--- src/rtl/upmixer_dsm_2b_if.sv ---
// Signal bundle for the 5-level transmit upmixer: baseband/NCO samples in, RF code and flags out.
// The driver (bench or upstream block) takes the master view; the upmixer takes the slave view.
interface upmixer_dsm_2b_if #(
    parameter int unsigned BITS = 16
);
    logic                   TX_EN;
    logic signed [BITS-1:0] I_in;
    logic signed [BITS-1:0] Q_in;
    logic signed [BITS-1:0] sin_in;
    logic signed [BITS-1:0] cos_in;
    logic                   CLIP_CLR;
    logic [2:0]             RF_code;
    logic                   RF_bit;
    logic                   CLIP;

    modport master (
        output TX_EN, I_in, Q_in, sin_in, cos_in, CLIP_CLR,
        input  RF_code, RF_bit, CLIP
    );

    modport slave (
        input  TX_EN, I_in, Q_in, sin_in, cos_in, CLIP_CLR,
        output RF_code, RF_bit, CLIP
    );
endinterface

--- src/rtl/upmixer_dsm_2b.sv ---
// Transmit upmixer: x = I*cos + Q*sin, re-quantised to a 5-level RF code by a
// first-order error-feedback delta-sigma loop. Four free-running register stages.
module upmixer_dsm_2b #(
    parameter int unsigned BITS = 16
) (
    input  logic             CLK,
    input  logic             RST,
    upmixer_dsm_2b_if.slave  bus
);
    localparam int unsigned W = BITS + 4;

    localparam logic signed [W-1:0] QV   = W'(1) << (BITS - 2);
    localparam logic signed [W-1:0] HV   = W'(1) << (BITS - 3);
    localparam logic signed [W-1:0] Q2V  = QV + QV;
    localparam logic signed [W-1:0] H3V  = QV + HV;
    localparam logic signed [W-1:0] NHV  = -HV;
    localparam logic signed [W-1:0] NH3V = -H3V;
    localparam logic signed [W-1:0] EMAX = (W'(1) << (BITS - 1)) - W'(1);
    localparam logic signed [W-1:0] EMIN = -(W'(1) << (BITS - 1));

    // S1
    logic signed [BITS-1:0]   i_r, q_r, s_r, c_r;
    // S2
    logic signed [2*BITS-1:0] pi_r, pq_r;
    logic signed [2*BITS-1:0] i_w, q_w, s_w, c_w;
    // S3
    logic signed [2*BITS:0]   psum;
    logic signed [BITS+1:0]   x_r;
    logic signed [BITS+1:0]   x_next;
    // S4
    logic signed [BITS-1:0]   e_r;
    logic [2:0]               code_r;
    logic                     bit_r;
    logic                     clip_r;

    logic signed [W-1:0]      x_w, e_w, v, ne;
    logic [2:0]               k;
    logic                     sat;
    logic signed [BITS-1:0]   e_next;

    always_ff @(posedge CLK or posedge RST) begin
        if (RST) begin
            i_r  <= '0;
            q_r  <= '0;
            s_r  <= '0;
            c_r  <= '0;
            pi_r <= '0;
            pq_r <= '0;
            x_r  <= '0;
        end else begin
            i_r  <= bus.I_in;
            q_r  <= bus.Q_in;
            s_r  <= bus.sin_in;
            c_r  <= bus.cos_in;
            pi_r <= i_w * c_w;
            pq_r <= q_w * s_w;
            x_r  <= x_next;
        end
    end

    always_comb begin
        i_w    = {{BITS{i_r[BITS-1]}}, i_r};
        q_w    = {{BITS{q_r[BITS-1]}}, q_r};
        s_w    = {{BITS{s_r[BITS-1]}}, s_r};
        c_w    = {{BITS{c_r[BITS-1]}}, c_r};
        psum   = {pi_r[2*BITS-1], pi_r} + {pq_r[2*BITS-1], pq_r};
        // Keeping the top BITS+2 bits is the floor shift by BITS-1.
        x_next = psum[2*BITS:BITS-1];
    end

    always_comb begin
        x_w    = {{2{x_r[BITS+1]}}, x_r};
        e_w    = {{4{e_r[BITS-1]}}, e_r};
        v      = x_w + e_w;
        k      = 3'd2;
        ne     = v;
        sat    = 1'b0;
        e_next = '0;
        // Thresholds sit at odd multiples of H; equality falls into the upper bin.
        if (v < NH3V) begin
            k  = 3'd0;
            ne = v + Q2V;
        end else if (v < NHV) begin
            k  = 3'd1;
            ne = v + QV;
        end else if (v < HV) begin
            k  = 3'd2;
            ne = v;
        end else if (v < H3V) begin
            k  = 3'd3;
            ne = v - QV;
        end else begin
            k  = 3'd4;
            ne = v - Q2V;
        end
        if (ne > EMAX) begin
            sat    = 1'b1;
            e_next = EMAX[BITS-1:0];
        end else if (ne < EMIN) begin
            sat    = 1'b1;
            e_next = EMIN[BITS-1:0];
        end else begin
            e_next = ne[BITS-1:0];
        end
    end

    always_ff @(posedge CLK or posedge RST) begin
        if (RST) begin
            e_r    <= '0;
            code_r <= 3'd2;
            bit_r  <= 1'b1;
            clip_r <= 1'b0;
        end else begin
            if (bus.TX_EN) begin
                e_r    <= e_next;
                code_r <= k;
                bit_r  <= (k >= 3'd2);
            end else begin
                e_r    <= '0;
                code_r <= 3'd2;
                bit_r  <= 1'b1;
            end
            if (bus.TX_EN && sat)
                clip_r <= 1'b1;
            else if (bus.CLIP_CLR)
                clip_r <= 1'b0;
        end
    end

    assign bus.RF_code = code_r;
    assign bus.RF_bit  = bit_r;
    assign bus.CLIP    = clip_r;
endmodule

--- src/flat_wrapper.sv ---
// flat-port wrapper written by rule: the top's interface ports become plain ports
module upmixer_dsm_2b_flat 
#(
    parameter int unsigned BITS = 16
)
  (CLK, RST, bus_TX_EN, bus_I_in, bus_Q_in, bus_sin_in, bus_cos_in, bus_CLIP_CLR, bus_RF_code, bus_RF_bit, bus_CLIP);
  upmixer_dsm_2b_if #(.BITS(BITS)) bus_i ();
  input  logic CLK;
  input  logic RST;
  input wire logic [$bits(bus_i.TX_EN)-1:0] bus_TX_EN;
  input wire logic [$bits(bus_i.I_in)-1:0] bus_I_in;
  input wire logic [$bits(bus_i.Q_in)-1:0] bus_Q_in;
  input wire logic [$bits(bus_i.sin_in)-1:0] bus_sin_in;
  input wire logic [$bits(bus_i.cos_in)-1:0] bus_cos_in;
  input wire logic [$bits(bus_i.CLIP_CLR)-1:0] bus_CLIP_CLR;
  output wire logic [$bits(bus_i.RF_code)-1:0] bus_RF_code;
  output wire logic [$bits(bus_i.RF_bit)-1:0] bus_RF_bit;
  output wire logic [$bits(bus_i.CLIP)-1:0] bus_CLIP;
  assign bus_i.TX_EN = bus_TX_EN;
  assign bus_i.I_in = bus_I_in;
  assign bus_i.Q_in = bus_Q_in;
  assign bus_i.sin_in = bus_sin_in;
  assign bus_i.cos_in = bus_cos_in;
  assign bus_i.CLIP_CLR = bus_CLIP_CLR;
  assign bus_RF_code = bus_i.RF_code;
  assign bus_RF_bit = bus_i.RF_bit;
  assign bus_CLIP = bus_i.CLIP;
  upmixer_dsm_2b #(.BITS(BITS)) u_core (.CLK(CLK), .RST(RST), .bus(bus_i));
endmodule
--- config.mk ---
export PLATFORM = sky130hd
export DESIGN_NAME = upmixer_dsm_2b_flat
export DESIGN_NICKNAME = d
export VERILOG_FILES = /design/src/rtl/upmixer_dsm_2b_if.sv /design/src/rtl/upmixer_dsm_2b.sv /design/src/flat_wrapper.sv
export SDC_FILE = /design/constraint.sdc
export NUM_CORES = 2
export LEC_CHECK = 0
export CORE_UTILIZATION = 23
export CTS_CLUSTER_SIZE = 8
export DETAILED_ROUTE_END_ITERATION = 8
export PLACE_DENSITY = 0.49
export SLEW_MARGIN = 10
export SYNTH_ARGS = -nofsm -noshare
export SYNTH_HDL_FRONTEND = slang
export SYNTH_SLANG_ARGS = --single-unit
--- constraint.sdc ---
create_clock -name CLK -period 7.5 [get_ports CLK]
set_clock_uncertainty 0.2 [all_clocks]
set_input_delay 1.125 -clock CLK [delete_from_list [all_inputs] [get_ports CLK]]
set_output_delay 1.125 -clock CLK [all_outputs]
set_load 0.005 [all_outputs]
* Yosys cells after proc, flatten, opt, wreduce, memory -nomap -nowiden
Cells that the tools add are included.
** Storage, ports and cells
- Bits in writable memories :: 0
- Bits in latches :: 0
- Word-level logic and storage cells :: 45
- Input bits :: 68
- Flip-flop bits (word level) :: 167
- Output and inout port bits :: 5
- Memory bits (read-only) :: 0
- Memories kept :: 0
** Operators by class
- Bitwise operators :: 0
- Mux-type cells :: 17
- $add $sub $neg :: 6
- Multipliers :: 2
- Divide/modulo/power cells :: 0
- Reductions and logical operators :: 2
- Order comparisons :: 7
- Equality and inequality tests :: 0
- Shifts and indexed selects :: 0
** Operators with widths (number)
- 2-to-1 mux 20 bit :: 4
- multiplier 16 x 16 -> 32 bit :: 2
- less-than comparator 20 x 16 -> 1 bit (second input constant) :: 3
- 2-to-1 mux 16 bit :: 3
- adder 32 x 32 -> 33 bit :: 1
- adder 20 x 16 -> 20 bit (second input constant) :: 1
- adder 20 x 17 -> 20 bit (second input constant) :: 1
- > comparator 20 x 16 -> 1 bit (second input constant) :: 1
- less-than comparator 20 x 14 -> 1 bit (second input constant) :: 1
- less-than comparator 20 x 15 -> 1 bit (second input constant) :: 1
- subtractor 20 x 16 -> 20 bit (second input constant) :: 1
- subtractor 20 x 17 -> 20 bit (second input constant) :: 1
- adder 18 x 16 -> 19 bit :: 1
- 2-to-1 mux 3 bit :: 5
- 2-to-1 mux 1 bit :: 5
- greater-or-equal comparator 3 x 2 -> 1 bit (second input constant) :: 1
- nonzero test 2 bit :: 1
- logical AND 1 bit :: 1

* Longest topological paths before layout
- Word-level depth :: 11
- Depth in mapped cells :: 26

* Worst setup path before layout
No wires, ideal clock.
- Kind :: reg-to-reg
- From :: register u_core.s_r[1]
- To :: register u_core.pq_r[31]
- Data arrival time :: 5.956 ns
- Cell stages (with the launch flop) :: 24
- Data required time :: 7.195 ns
- Library setup time :: 0.105 ns
- Clock period less this slack :: 6.262 ns
- Buffers on the path :: 1
- Slack :: 1.238 ns
- Path through :: dfrtp_1 clkbuf_1 nand2_1 inv_1 fa_1 inv_1 fa_1 inv_1 fa_1 fa_1 fa_1 inv_1 fa_1 inv_1 ha_1 or2_2 a31oi_1 nor2_1 nand3_1 a21oi_1 o311ai_0 a21oi_1 mux2i_1 nor4b_1
** On the way
- Cells in the longest elaborated chain, start to end :: 1
** Ends and longest elaborated chain
- from (decl) :: RTL line upmixer_dsm_2b.sv:22 : logic signed [BITS-1:0] i_r, q_r, s_r, c_r;
- from (signal assigned) :: RTL line upmixer_dsm_2b.sv:53 : s_r <= bus.sin_in;
- multiplier 16 x 16 -> 32 bit :: RTL line upmixer_dsm_2b.sv:56 : pq_r <= q_w * s_w;
- to (signal assigned) :: RTL line upmixer_dsm_2b.sv:56
- to (decl) :: RTL line upmixer_dsm_2b.sv:24 : logic signed [2*BITS-1:0] pi_r, pq_r;
Every way passes these cells.
A chain may end at the register's enable or synchronous reset.

* Worst setup path in the final report
- From :: register u_core.q_r[7]
- To :: register u_core.pq_r[30]
** On the way
- Cells in the longest elaborated chain, start to end :: 1
** Ends and longest elaborated chain
- from (decl) :: RTL line upmixer_dsm_2b.sv:22
- from (signal assigned) :: RTL line upmixer_dsm_2b.sv:52 : q_r <= bus.Q_in;
- multiplier 16 x 16 -> 32 bit :: RTL line upmixer_dsm_2b.sv:56
Every way passes these cells.

==> reports/summary.md <==
## Logic synthesis
• 0.400 — post-synth top area share
• 1.00 — share of synthesized registers carrying an async set or reset
• 81 — count of distinct cell types in the synthesized netlist
• sky130_fd_sc_hd__inv_1 — most frequent cell after synthesis
• 167 — total of flip-flops plus latches after synthesis
• 2672 — count of mapped cells out of synthesis
• 3484 — Synth Net Count
• sky130_fd_sc_hd__fa_1 40%, sky130_fd_sc_hd__dfrtp_1 16%, sky130_fd_sc_hd__ha_1 10% — leading cell types by total area after synthesis
• 619 x sky130_fd_sc_hd__inv_1, 525 x sky130_fd_sc_hd__fa_1, 329 x sky130_fd_sc_hd__nand2_1 — top cells by instance count after synthesis
• 9.82 um^2 — syn avg cell area
• 0 — Post-synth EDFFs
• 0 — number of warnings printed during yosys synthesis
• sky130_fd_sc_hd__dfrtp_1 — dominant register cell in the synthesized netlist
• 26200 um^2 — netlist area before placement
• 0.159 — fraction of the yosys area taken by sequential cells
• sky130_fd_sc_hd__fa_1 — cell type with the largest total area after synthesis

## Critical path
• adder cells — family of cells with the greatest summed delay on the critical path
• u_core.pq_r[30]$_DFF_PP0_ — worst flop-to-flop path endpoint
• flop — sort of element at the start of the critical path
• sky130_fd_sc_hd__dfrtp_1 — slowest library cell on the worst path
• flop — Setup crit end kind
• 16 — crit path max fanout
• u_core.q_r[7]$_DFF_PP0_ — startpoint of the lowest-slack register-to-register path
• 22 — total number of cells along the worst setup path
• 7.71 ns — worst endpoint required time
• 4 — buffers plus inverters on the worst setup path
• nand2_1, fa_1, inv_1, fa_1, inv_1, fa_1, fa_1, fa_1, fa_1, inv_1, ha_1, and3_1, a22o_1, a31oi_1, a2111oi_0, buf_4, o211ai_1, a21boi_0, nand4_1, nand4b_1, a21oi_1, xnor2_1 — worst-path cell chain
• 22 — count of cells along the worst register-to-register path
• u_core.q_r[7]$_DFF_PP0_ — crit path launch
• u_core.pq_r[30]$_DFF_PP0_ — Critical Path End
• sky130_fd_sc_hd__fa_1 — Most Frequent Cell on Critical Path
• reg -> reg — Setup CP Type
• 0.64 ns — worst reg2reg setup slack
• 7.07 ns — arrival time of data at the critical path endpoint
• 0.79 ns — critical path's largest stage delay

## Min path
• 2 — Cells on Worst Hold Path
• u_core.bus.CLIP$_DFFE_PP0P_ — hold path start
• reg -> reg — class of the worst hold path

## Detailed routing
• 5 — detailed-routing iteration count for the pre-antenna-repair pass
• 63100 um — DRT Wirelength
• 4.13 — vias per inst
• 17500 — Vias
• 873 — number of violations reported at the end of detailed-routing iteration 0
• 14.9 um — WL per Instance
• 0 — remaining number of nets flagged by the antenna check after routing
• 0 — drt drc

## Timing
• 0 — number of hold violations in the final report
• 0 ns — total negative slack for setup checks
• 0 — number of pins exceeding their max-slew limit in the final report
• 0.938 ns — slew at the pin with the worst max-slew slack
• 0 — final setup violating endpoints
• 0.915 — part of the cycle the worst path needs
• 0.373 — worst relative slew slack
• no — setup repair after global routing missed its margin
• 0.638 ns — worst setup margin
• 6.86 ns — post-route minimum period
• 146 MHz — Peak Freq

## Floorplanning
• 0.233 — effective utilization at floorplan
• 340 um — Die Y
• 115000 um^2 — area of the die
• 123 — number of placement rows
• 73 — top-level port count
• 340 um — floorplan die width
• 113000 um^2 — area of the core

## Clock tree
• 2 — maximum count of clock buffers along a single path
• 0.50 ns — clock latency reported for the late side of the worst-skew pair
• sky130_fd_sc_hd__clkbuf_16 — clk root buf
• 0 — Post-CTS Setup Inserts
• done — clock tree from TritonCTS
• 167 — Sink Count
• 0.08 ns — register clock-pin slew on the reported worst setup and hold paths
• 4 — CTS H-tree lvls
• 17 — Inserted Clock Buffers

## Place
• 51800 um — HPWL after DPL
• 0.540 ns — pre-CTS setup slack
• 72 — number of port buffers
• 28700 um^2 — placement-stage cell area
• 0.792 — GPL Wtd Cong

## Layout
• 11.8% — area added between synthesis and finish
• 29300 um^2 — Non-Filler Cell Area, Final
• 4190 um^2 — flip-flop and latch area
• 19400 um^2 — multi-input combinational cell area
• 0.0359 — fraction of final layout cells with drive strength greater than 1
• 0 — antenna cells
• 12100 — number of fill cells in the layout
• 3526 — Final Net Count

## Global route
• 19500 — vias in the first global route
• 0.117 — total global routing track utilization
• 4 — number of antenna violations at the first check in global routing
• 124 — largest net degree at the start of global routing
• 106000 um — first-pass GRT wire length
• 0 — total global routing overflow

## Run status
• finished, final reports clean — result of the run

## Job
• 0 — MaxCap Viol Count

[layout by cell type, fill, tap and decap left out, types with 4 or more instances in the layout]
master	instances
sky130_fd_sc_hd__nand2b_1	26
sky130_fd_sc_hd__xnor2_1	74
sky130_fd_sc_hd__inv_1	618
sky130_fd_sc_hd__clkdlybuf4s50_1	72
sky130_fd_sc_hd__o21a_1	9
sky130_fd_sc_hd__nor2_1	58
sky130_fd_sc_hd__or3_1	11
sky130_fd_sc_hd__nand3_1	16
sky130_fd_sc_hd__nor2b_1	8
sky130_fd_sc_hd__a31oi_1	18
sky130_fd_sc_hd__o21bai_1	7
sky130_fd_sc_hd__o31ai_2	8
sky130_fd_sc_hd__o21ai_0	38
sky130_fd_sc_hd__o31ai_1	5
sky130_fd_sc_hd__nand4_1	4
sky130_fd_sc_hd__a21oi_1	77
sky130_fd_sc_hd__ha_1	219
sky130_fd_sc_hd__or2_2	5
sky130_fd_sc_hd__clkbuf_16	17
sky130_fd_sc_hd__xor2_1	26
sky130_fd_sc_hd__buf_4	26
sky130_fd_sc_hd__inv_8	4
sky130_fd_sc_hd__o211ai_1	7
sky130_fd_sc_hd__and2_1	213
sky130_fd_sc_hd__nor3_1	14
sky130_fd_sc_hd__and3_1	12
sky130_fd_sc_hd__nand2_1	329
sky130_fd_sc_hd__a21o_1	35
sky130_fd_sc_hd__dfrtp_1	162
sky130_fd_sc_hd__fa_1	525
[worst register-to-register path: cells and delay by family, from the launching register on]
kind            cells  cell delay, ns
xor+xnor            1            0.15
buf+inv             4            0.32
flops               1            0.79
simple gates        4            0.63
fa+ha+maj           7            3.37
compound gates      6            1.33
[metrics by stage]
step | util | std cells | hold slack, ns
final | 0.260 | 4227 | 0.342
after floorplan | - | 2672 | 0.300
after detailed placement | 0.255 | 4195 | 0.324
after global routing | 0.260 | 4227 | 0.388
after CTS | 0.260 | 4227 | 0.343
after global placement | 0.255 | 4195 | 0.312
[sequential cells by signal, summed over array words and instances (netlist names)]
| name | flops |
|---|---|
| u_core.c_r | 16 |
| u_core.e_r | 16 |
| u_core.q_r | 16 |
| u_core.s_r | 16 |
| u_core.i_r | 16 |
| u_core.bus.RF_code | 3 |
| u_core.bus.CLIP | 1 |
| u_core.pi_r | 32 |
| u_core.x_r | 18 |
| u_core.bus.RF_bit | 1 |
| u_core.pq_r | 32 |
[layout make-up]
class,instances,share of cell area
multi-input cells,1811,0.662
flip-flops and latches,167,0.143
inverters,619,0.0795
well taps,1500,0.0640
repair buffers,98,0.0312
clock buffers,20,0.0152
clock inverters,12,0.00550
[layer usage]
metal  vias up  track usage  routed length, um
li1       8119            -                  -
met1      9041        0.151              28000
met2       231        0.205              32300
met3        59       0.0156               1620
met4         2       0.0314               1160
met5         -            0                  9
[cell families after synthesis]
family                   Yosys count  synth area share
adder cells (fa/ha/maj)          744             0.505
AND/OR/NAND/NOR                  709             0.131
buffers and inverters            694             0.101
AO/OA/AOI/OAI                    251            0.0672
flip-flops                       167             0.159
XOR/XNOR                         101            0.0340
multiplexers                       6           0.00257
[what timing repair did]
action,4_1_cts,5_1_grt
hold buffers,0,0
gates resized for setup,0,4
hold endpoints to repair,0,0
endpoints found under the setup margin,0,1
[worst min-delay path by stage]
stage / endpoint / slack (ns)
floorplan: u_core.bus.CLIP$_DFFE_PP0P_ / 0.30
finish: u_core.bus.CLIP$_DFFE_PP0P_ / 0.34
global placement: u_core.bus.CLIP$_DFFE_PP0P_ / 0.31
CTS: u_core.bus.CLIP$_DFFE_PP0P_ / 0.34
detailed placement: u_core.bus.CLIP$_DFFE_PP0P_ / 0.32
global route: u_core.bus.CLIP$_DFFE_PP0P_ / 0.39
Power is left out: the tool's default activity adds up to more than one toggle a clock period on the data nets, which glitch-free logic cannot reach.
